### config.mk
export PLATFORM = sky130hd
export DESIGN_NAME = vocab_match_ctrl_flat
export DESIGN_NICKNAME = d
export VERILOG_FILES = /design/src/rtl/vocab_match_ctrl_if.sv /design/src/rtl/vocab_match_ctrl.sv /design/src/flat_wrapper.sv
export SDC_FILE = /design/constraint.sdc
export NUM_CORES = 1
export LEC_CHECK = 0
export BUFFER_PORTS_ARGS = -buffer_cell sky130_fd_sc_hd__buf_2
export CORE_MARGIN = 2
export CORE_UTILIZATION = 45
export DETAILED_ROUTE_END_ITERATION = 10
export GPL_TIMING_DRIVEN = 0
export PLACE_DENSITY = 0.76
export SLEW_MARGIN = 20
export SYNTH_ARGS = -nofsm -noshare
export SYNTH_HDL_FRONTEND = slang
export SYNTH_SLANG_ARGS = --single-unit
### constraint.sdc
create_clock -name clk -period 3.2 [get_ports clk]
set_input_delay 0.16 -clock clk [delete_from_list [all_inputs] [get_ports clk]]
set_output_delay 0.16 -clock clk [all_outputs]
set_load 0.005 [all_outputs]
### src/rtl/vocab_match_ctrl_if.sv
// Bundle of the command, SRAM and result signals around the vocabulary
// match sequencer. The slave side is the sequencer itself; the master side
// is the environment (command logic plus the two SRAM read ports).
interface vocab_match_ctrl_if #(
    parameter int ADDR_WIDTH = 4,
    parameter int DATA_WIDTH = 8,
    parameter int ID_WIDTH   = 2
);
    logic                  cs;
    logic                  start;
    logic [DATA_WIDTH-1:0] val_vocab;
    logic [DATA_WIDTH-1:0] val_input;
    logic [ADDR_WIDTH-1:0] addr_v;
    logic [ADDR_WIDTH-1:0] addr_i;
    logic                  busy;
    logic                  done;
    logic                  found;
    logic [ID_WIDTH-1:0]   token_id;

    modport master (
        output cs, start, val_vocab, val_input,
        input  addr_v, addr_i, busy, done, found, token_id
    );

    modport slave (
        input  cs, start, val_vocab, val_input,
        output addr_v, addr_i, busy, done, found, token_id
    );
endinterface

### src/rtl/vocab_match_ctrl.sv
// Token-lookup sequencer: walks the vocabulary SRAM entry by entry, compares
// each entry byte-wise against the input-word SRAM, stops on the first full
// match or after the last entry, then reports found/token_id with a done pulse.
// Both SRAMs have one cycle of read latency, so every compared byte costs a
// FETCH cycle (address settles into the SRAM) and a CMP cycle (data compared).
module vocab_match_ctrl #(
    parameter int ADDR_WIDTH = 4,
    parameter int DATA_WIDTH = 8,
    parameter int WORD_LEN   = 4,
    parameter int NUM_WORDS  = 4,
    parameter int ID_WIDTH   = (NUM_WORDS > 1) ? $clog2(NUM_WORDS) : 1
) (
    input  logic              clk,
    input  logic              rst_n,
    vocab_match_ctrl_if.slave bus
);

    localparam int BYTE_W  = (WORD_LEN > 1) ? $clog2(WORD_LEN) : 1;
    localparam int WL_LOG2 = $clog2(WORD_LEN);

    localparam logic [BYTE_W-1:0]   LAST_BYTE  = BYTE_W'(WORD_LEN - 1);
    localparam logic [ID_WIDTH-1:0] LAST_ENTRY = ID_WIDTH'(NUM_WORDS - 1);

    typedef enum logic [1:0] {
        IDLE  = 2'd0,
        FETCH = 2'd1,
        CMP   = 2'd2,
        DONE  = 2'd3
    } state_t;

    state_t                state_r, state_s;
    logic [ID_WIDTH-1:0]   entry_r, entry_s;
    logic [BYTE_W-1:0]     byte_idx_r, byte_idx_s;
    logic                  busy_r, busy_s;
    logic                  done_r, done_s;
    logic                  found_r, found_s;
    logic [ID_WIDTH-1:0]   token_r, token_s;
    logic [ADDR_WIDTH-1:0] addr_v_r;
    logic [ADDR_WIDTH-1:0] addr_i_r;

    // Vocabulary address: entry*WORD_LEN + byte_idx, WORD_LEN being a power of two.
    function automatic logic [ADDR_WIDTH-1:0] vocab_addr(
        input logic [ID_WIDTH-1:0] entry,
        input logic [BYTE_W-1:0]   byte_idx
    );
        return (ADDR_WIDTH'(entry) << WL_LOG2) + ADDR_WIDTH'(byte_idx);
    endfunction

    // Next-state and next-output logic; cs low holds every register.
    always_comb begin
        state_s    = state_r;
        entry_s    = entry_r;
        byte_idx_s = byte_idx_r;
        busy_s     = busy_r;
        done_s     = done_r;
        found_s    = found_r;
        token_s    = token_r;
        if (bus.cs) begin
            case (state_r)
                IDLE: begin
                    done_s = 1'b0;
                    if (bus.start) begin
                        entry_s    = '0;
                        byte_idx_s = '0;
                        found_s    = 1'b0;
                        token_s    = '0;
                        busy_s     = 1'b1;
                        state_s    = FETCH;
                    end else begin
                        state_s = IDLE;
                    end
                end
                FETCH: begin
                    state_s = CMP;
                end
                CMP: begin
                    if (bus.val_vocab == bus.val_input) begin
                        if (byte_idx_r == LAST_BYTE) begin
                            found_s = 1'b1;
                            token_s = entry_r;
                            done_s  = 1'b1;
                            state_s = DONE;
                        end else begin
                            byte_idx_s = byte_idx_r + BYTE_W'(1);
                            state_s    = FETCH;
                        end
                    end else begin
                        if (entry_r == LAST_ENTRY) begin
                            found_s = 1'b0;
                            token_s = '0;
                            done_s  = 1'b1;
                            state_s = DONE;
                        end else begin
                            // Early skip: the rest of this entry cannot match.
                            entry_s    = entry_r + ID_WIDTH'(1);
                            byte_idx_s = '0;
                            state_s    = FETCH;
                        end
                    end
                end
                DONE: begin
                    done_s  = 1'b0;
                    busy_s  = 1'b0;
                    state_s = IDLE;
                end
                default: begin
                    entry_s    = '0;
                    byte_idx_s = '0;
                    busy_s     = 1'b0;
                    done_s     = 1'b0;
                    state_s    = IDLE;
                end
            endcase
        end else begin
            state_s = state_r;
        end
    end

    // State, counters, results and SRAM addresses, all registered.
    always_ff @(posedge clk or negedge rst_n) begin
        if (!rst_n) begin
            state_r    <= IDLE;
            entry_r    <= '0;
            byte_idx_r <= '0;
            busy_r     <= 1'b0;
            done_r     <= 1'b0;
            found_r    <= 1'b0;
            token_r    <= '0;
            addr_v_r   <= '0;
            addr_i_r   <= '0;
        end else begin
            state_r    <= state_s;
            entry_r    <= entry_s;
            byte_idx_r <= byte_idx_s;
            busy_r     <= busy_s;
            done_r     <= done_s;
            found_r    <= found_s;
            token_r    <= token_s;
            addr_v_r   <= vocab_addr(entry_s, byte_idx_s);
            addr_i_r   <= ADDR_WIDTH'(byte_idx_s);
        end
    end

    assign bus.addr_v   = addr_v_r;
    assign bus.addr_i   = addr_i_r;
    assign bus.busy     = busy_r;
    assign bus.done     = done_r;
    assign bus.found    = found_r;
    assign bus.token_id = token_r;

endmodule

### src/flat_wrapper.sv
// flat-port wrapper written by rule: the top's interface ports become plain ports
module vocab_match_ctrl_flat 
#(
    parameter int ADDR_WIDTH = 4,
    parameter int DATA_WIDTH = 8,
    parameter int WORD_LEN   = 4,
    parameter int NUM_WORDS  = 4,
    parameter int ID_WIDTH   = (NUM_WORDS > 1) ? $clog2(NUM_WORDS) : 1
)
  (clk, rst_n, bus_cs, bus_start, bus_val_vocab, bus_val_input, bus_addr_v, bus_addr_i, bus_busy, bus_done, bus_found, bus_token_id);
  vocab_match_ctrl_if #(.ADDR_WIDTH(ADDR_WIDTH), .DATA_WIDTH(DATA_WIDTH), .ID_WIDTH(ID_WIDTH)) bus_i ();
  input  logic clk;
  input  logic rst_n;
  input wire logic [$bits(bus_i.cs)-1:0] bus_cs;
  input wire logic [$bits(bus_i.start)-1:0] bus_start;
  input wire logic [$bits(bus_i.val_vocab)-1:0] bus_val_vocab;
  input wire logic [$bits(bus_i.val_input)-1:0] bus_val_input;
  output wire logic [$bits(bus_i.addr_v)-1:0] bus_addr_v;
  output wire logic [$bits(bus_i.addr_i)-1:0] bus_addr_i;
  output wire logic [$bits(bus_i.busy)-1:0] bus_busy;
  output wire logic [$bits(bus_i.done)-1:0] bus_done;
  output wire logic [$bits(bus_i.found)-1:0] bus_found;
  output wire logic [$bits(bus_i.token_id)-1:0] bus_token_id;
  assign bus_i.cs = bus_cs;
  assign bus_i.start = bus_start;
  assign bus_i.val_vocab = bus_val_vocab;
  assign bus_i.val_input = bus_val_input;
  assign bus_addr_v = bus_i.addr_v;
  assign bus_addr_i = bus_i.addr_i;
  assign bus_busy = bus_i.busy;
  assign bus_done = bus_i.done;
  assign bus_found = bus_i.found;
  assign bus_token_id = bus_i.token_id;
  vocab_match_ctrl #(.ADDR_WIDTH(ADDR_WIDTH), .DATA_WIDTH(DATA_WIDTH), .WORD_LEN(WORD_LEN), .NUM_WORDS(NUM_WORDS), .ID_WIDTH(ID_WIDTH)) u_core (.clk(clk), .rst_n(rst_n), .bus(bus_i));
endmodule
======== Yosys cells after proc, flatten, opt, wreduce, memory -nomap -nowiden ========
Cells that the tools add are included.
W data, S select, Z words.
word-level totals
  register bits ........................... 15
  latch bits .............................. 0
  bits in writable memories ............... 0
  ROM bits ................................ 0
  input port bits ......................... 20
  output and inout port bits .............. 13
  word-level logic and storage cells ...... 59
  memories kept ........................... 0
cells by class
  add/subtract/negate cells ............... 3
  multiply operators ...................... 0
  div/mod/pow operators ................... 0
  order comparisons ....................... 0
  eq/ne operators ......................... 9
  shift-type cells ........................ 0
  muxes and demuxes ....................... 31
  bitwise operators ....................... 0
  reduce and logical (&&, ||, !) cells .... 8
operator list
  kind                   count
  $mux W2                16
  $pmux W2 S2            3
  $eq A2 B2 Y1 const B   4
  $eq A8 B8 Y1           1
  $mux W1                8
  $pmux W2 S4            1
  $pmux W1 S2            3
  $reduce_bool A2 Y1     3
  $reduce_and A5 Y1      1
  $add A2 B1 Y2 const B  2
  $add A4 B2 Y4          1
  $reduce_and A4 Y1      1
  $ne A3 B1 Y1 const B   1
  $ne A3 B3 Y1 const B   1
  $reduce_and A3 Y1      1
  $eq A2 B1 Y1 const B   1
  $logic_not A2 Y1       1
  $ne A2 B2 Y1 const B   1
  $reduce_or A2 Y1       1

======== Depth between registers and ports, before layout ========
  word-level depth ........................ 6
  gate-level depth with buffers ........... 7
  mapped depth without buffers ............ 7

======== Least setup slack after synthesis ========
Ideal clock, no wire load.
  kind .................................... reg2reg
  from .................................... register u_core.state_r[0]
  to ...................................... register u_core.token_r[0], in the netlist u_core.bus.token_id[0]
  library setup time ...................... 0.121 ns
  arrival ................................. 1.631 ns
  required time ........................... 3.079 ns
  path slack .............................. 1.448 ns
  cell stages (with the launch flop) ...... 8
  path buffers ............................ 0
  clock period less this slack ............ 1.752 ns
  cells stage by stage .................... dfrtp_1 > inv_1 > ha_1 > mux2i_1 > nor2_1 > nand2_1 > mux2_2 > a22o_1
between the ends
  word-level cells in the longest chain between the ends .. 3
  elaborated cells on any way between the ends .. 8
  those cells by class .................... 4 x eq/ne; 1 x mux; 3 x reduce/logical
ends and longest elaborated chain
  element                                               RTL line                 source
  from (decl)                                           vocab_match_ctrl.sv:31   state_t state_r, state_s;
  from (signal assigned)                                vocab_match_ctrl.sv:132  state_r <= state_s;
  $eq A2 B2 Y1 or $logic_not A2 Y1 (tied branches)      vocab_match_ctrl.sv:59   case (state_r)
  $ne A3 B3 Y1 (no line), or another cell as far along  --
  $reduce_and A5 Y1 (no line)                           --
  to (signal assigned)                                  vocab_match_ctrl.sv:138  token_r <= token_s;
  to (decl)                                             vocab_match_ctrl.sv:37   logic [ID_WIDTH-1:0] token_r, token_s;
Several ways; a longest one is shown, not always the timed one.
A chain may end at the register's enable or synchronous reset.

======== Final worst setup path ========
Ends and elaborated chain as after synthesis.

==> impl_metrics.toml <==
[synth]
syn_inst = 81
avgSynthCellArea_um2 = 9.61
netlist_area_um2 = 778
synth.area.top_cells = "dfrtp_1 (35%), xor2_1 (9.0%), ha_1 (6.4%)"
synth_seq_cells = 11
synth_top_area_cell = "dfrtp_1"
synth_warnings = 0
yosysTopAreaCellShare_pct = 35.4
synth.yosys.seq_area_share_pct = 35.4
synth_cell_types = 31

[worst_hold_path]
holdCritPathClass = "input pin to flop"

[floorplanning]
start_util_pct = 46.6
io-pin-count = 33
core_area_mm2 = 0.00167
die_height_um = 45.6
dieWidth_um = 45.6
rows = 15
die_area_mm2 = 0.00208

[sta]
fin_crit_ns = 2.00
rsz0062_at_grt = "no"
final.setup.tns_ns = 0
setup_viol = 0
post-route-period-util_pct = 62.4
whs_ns = 0.225
hold_viol_final = 0
max_freq_ghz = 0.501
slew_viol_final = 0
fin_worst_skew_ns = 0.00821

[cells_and_area]
area_delta_synth_final_pct = 26.5
final_cells = 133
final_area_um2 = 985
diodes = 0
multi_input_area_um2 = 447
final_nets = 141
fillers = 151
regArea_um2 = 275
layout-drive-gt1-share_pct = 35.3

[global_route]
met1_usage_pct = 18.2
use_met3_pct = 2.78
grt_pass1_vias = 563
grt-ovfl-total = 0
grt_pass1_wl_um = 2250
busiest_layer = "met2"
antenna_found_initial = 0
met2_usage_pct = 25.6
grt_max_degree = 12
gr-usage-all-layers_pct = 15.6

[critical_path]
critPathMaxStageDelay_ns = 0.41
path_cells = "inv_1 > ha_1 > mux2i_1 > nor2_1 > nand2_1 > mux2_2 > a22o_1"
crit_slowest_cell = "dfrtp_1"
reg2reg_slack_ns = 1.20
arrival_ns = 2.15
critPathCapture = "u_core.bus.token_id[0]"
worstPathRequired_ns = 3.35
endpoint_kind = "flop"
rr_startpoint = "u_core.state_r[0]"
crit_fanout = 8
critPathLaunch = "u_core.state_r[0]"
r2r_end = "u_core.bus.token_id[0]"
rr_worst_depth = 7
worstSetupStartpointType = "flop"
worst-setup-path-type = "flop to flop"

[placement]
post_dp_cell_area_um2 = 948
dp_cells = 128
hpwl_um = 1200
gp_congestion = 0.786
io_buffer_count = 29

[cts]
htree_levels = 1
root_buffer = "clkbuf_4"
clockBufferDepth = 2
path_clk_slew_ns = 0.07
insertion_delay_ns = 0.27
cts_buffers = 3
cts_tree = "built"
clock-sinks = 11
post_cts_buffers = 0

[run]
cap_viol_max_count = 0

[detailed_routing]
dr.pass1.iters = 4
routedWlPerCell_um = 11.5
vias = 678
first_iter_violations = 12
routed_wirelength_um = 1530
viasPerCell = 5.10
postRouteAntennaNets = 0
drcViolationCount = 0

[power]
peakVddDrop_mv = 0.386
finalPower_w = 0.000492
powerDensity_mw_per_mm2 = 500
p_leak_nw = 0.514

[outcome]
status = "finished, final reports clean"
[sequential cells by signal, summed over array words and instances, names as in the netlist]
register,flops
u_core.bus.addr_v,3
u_core.bus.busy,1
u_core.bus.done,1
u_core.bus.found,1
u_core.bus.token_id,2
u_core.entry_r,1
u_core.state_r,2
[cell usage after synthesis, drive strengths merged]
| cell | n |
|---|---|
| dfrtp | 11 |
| nand2 | 8 |
| xor2 | 8 |
| o21ai | 6 |
| buf | 5 |
| a22o | 4 |
| ha | 4 |
| inv | 4 |
| a21oi | 3 |
| mux2i | 3 |
| and2 | 2 |
| nand2b | 2 |
| nand3 | 2 |
| nor2 | 2 |
| nor4 | 2 |
| a21o | 1 |
| a2bb2oi | 1 |
| a31o | 1 |
| a31oi | 1 |
| a32oi | 1 |
| a41o | 1 |
| a41oi | 1 |
| clkbuf | 1 |
| conb | 1 |
| mux2 | 1 |
| nand3b | 1 |
| nor2b | 1 |
| nor4b | 1 |
| o211ai | 1 |
| o31ai | 1 |
[worst min-delay path by stage]
stage	startpoint	end	slack [ns]	depth (start not counted)
3_3_place_gp	rst_n	u_core.bus.addr_v[1]	0.04	1
4_1_cts	bus_start	u_core.bus.busy	0.22	3
2_1_floorplan	rst_n	u_core.bus.addr_v[0]	-0.14	0
3_5_place_dp	rst_n	u_core.bus.addr_v[1]	0.04	1
5_1_grt	bus_start	u_core.bus.busy	0.25	3
6_report	bus_start	u_core.bus.busy	0.23	3
[logic make-up after synthesis]
family | count (synthesis) | share of synthesized area [%]
buffers and inverters | 10 | 7.72
AOI/OAI and AO/OA | 22 | 19.9
muxes | 4 | 5.31
DFF | 11 | 35.4
other | 1 | 0.482
xor gates and xnor gates | 8 | 9.00
and+or+nand+nor | 21 | 15.8
adders and majority gates | 4 | 6.43
[layout by cell type (no fill, tap or decap)]
master / instances
nor2b_1: 1
o21ai_0: 6
nor2_1: 2
nand2b_1: 2
nor4b_4: 1
a41o_1: 1
clkbuf_4: 3
buf_4: 4
ha_1: 4
xor2_1: 8
dlygate4sd3_1: 1
and2_1: 2
mux2i_1: 3
buf_2: 29
nand3b_1: 1
o211ai_1: 1
a2bb2oi_1: 1
nand2_1: 8
buf_6: 1
a22o_1: 4
inv_1: 4
a21oi_1: 3
o31ai_1: 1
a32oi_1: 1
a31o_2: 1
a21o_2: 1
nand3_1: 2
nor4_1: 2
conb_1: 2
clkbuf_1: 2
a31oi_1: 1
dfrtp_1: 11
mux2_2: 1
a41oi_1: 1
[layer usage]
| layer | wire, um | vias to the layer above |
|---|---|---|
| met5 | 0 | - |
| met4 | 34 | 0 |
| met3 | 113 | 4 |
| met2 | 717 | 25 |
| met1 | 667 | 293 |
| li1 | - | 356 |
[final cells by class]
| type | instances | area share [%] |
|---|---|---|
| Timing Repair Buffer | 30 | 15.8 |
| Inverter | 4 | 1.52 |
| Buffer | 6 | 4.57 |
| Clock buffer | 4 | 2.67 |
| Sequential cell | 11 | 28.0 |
| Multi-Input combinational cell | 61 | 45.4 |
| Tap cell | 17 | 2.16 |
[power by group]
| part | switching [W] | total [W] | leakage, nW | internal [W] |
|---|---|---|---|---|
| sequential | 0.0000372 | 0.000205 | 0.143 | 0.000168 |
| combinational | 0.000100 | 0.000194 | 0.356 | 0.0000935 |
| clock | 0.0000457 | 0.0000940 | 0.0150 | 0.0000482 |
| total | 0.000183 | 0.000492 | 0.514 | 0.000309 |
[critical path, delay by kind of cell (launching register included)]
kind                     cells  cell delay (ns)
buffers and inverters        1             0.11
multiplexers                 2             0.49
AND/OR/NAND/NOR              2             0.34
adder cells (fa/ha/maj)      1             0.30
AO/OA/AOI/OAI                1             0.24
flip-flops                   1             0.41
[through the flow]
| stage | util (%) | setup WS, ns |
|---|---|---|
| after floorplan | - | 1.45 |
| after global placement | 56.8 | 1.26 |
| after detailed placement | 56.8 | 1.24 |
| after CTS | 59.0 | 1.21 |
| after global routing | 59.0 | 1.01 |
| final | 59.0 | 1.20 |
[repair_timing]
item / 4_1_cts / 5_1_grt
hold buffers: 1 / 0
endpoints found under the hold margin: 11 / 0
gates resized for setup: 0 / 0
Power figures use the tool's default switching activity.
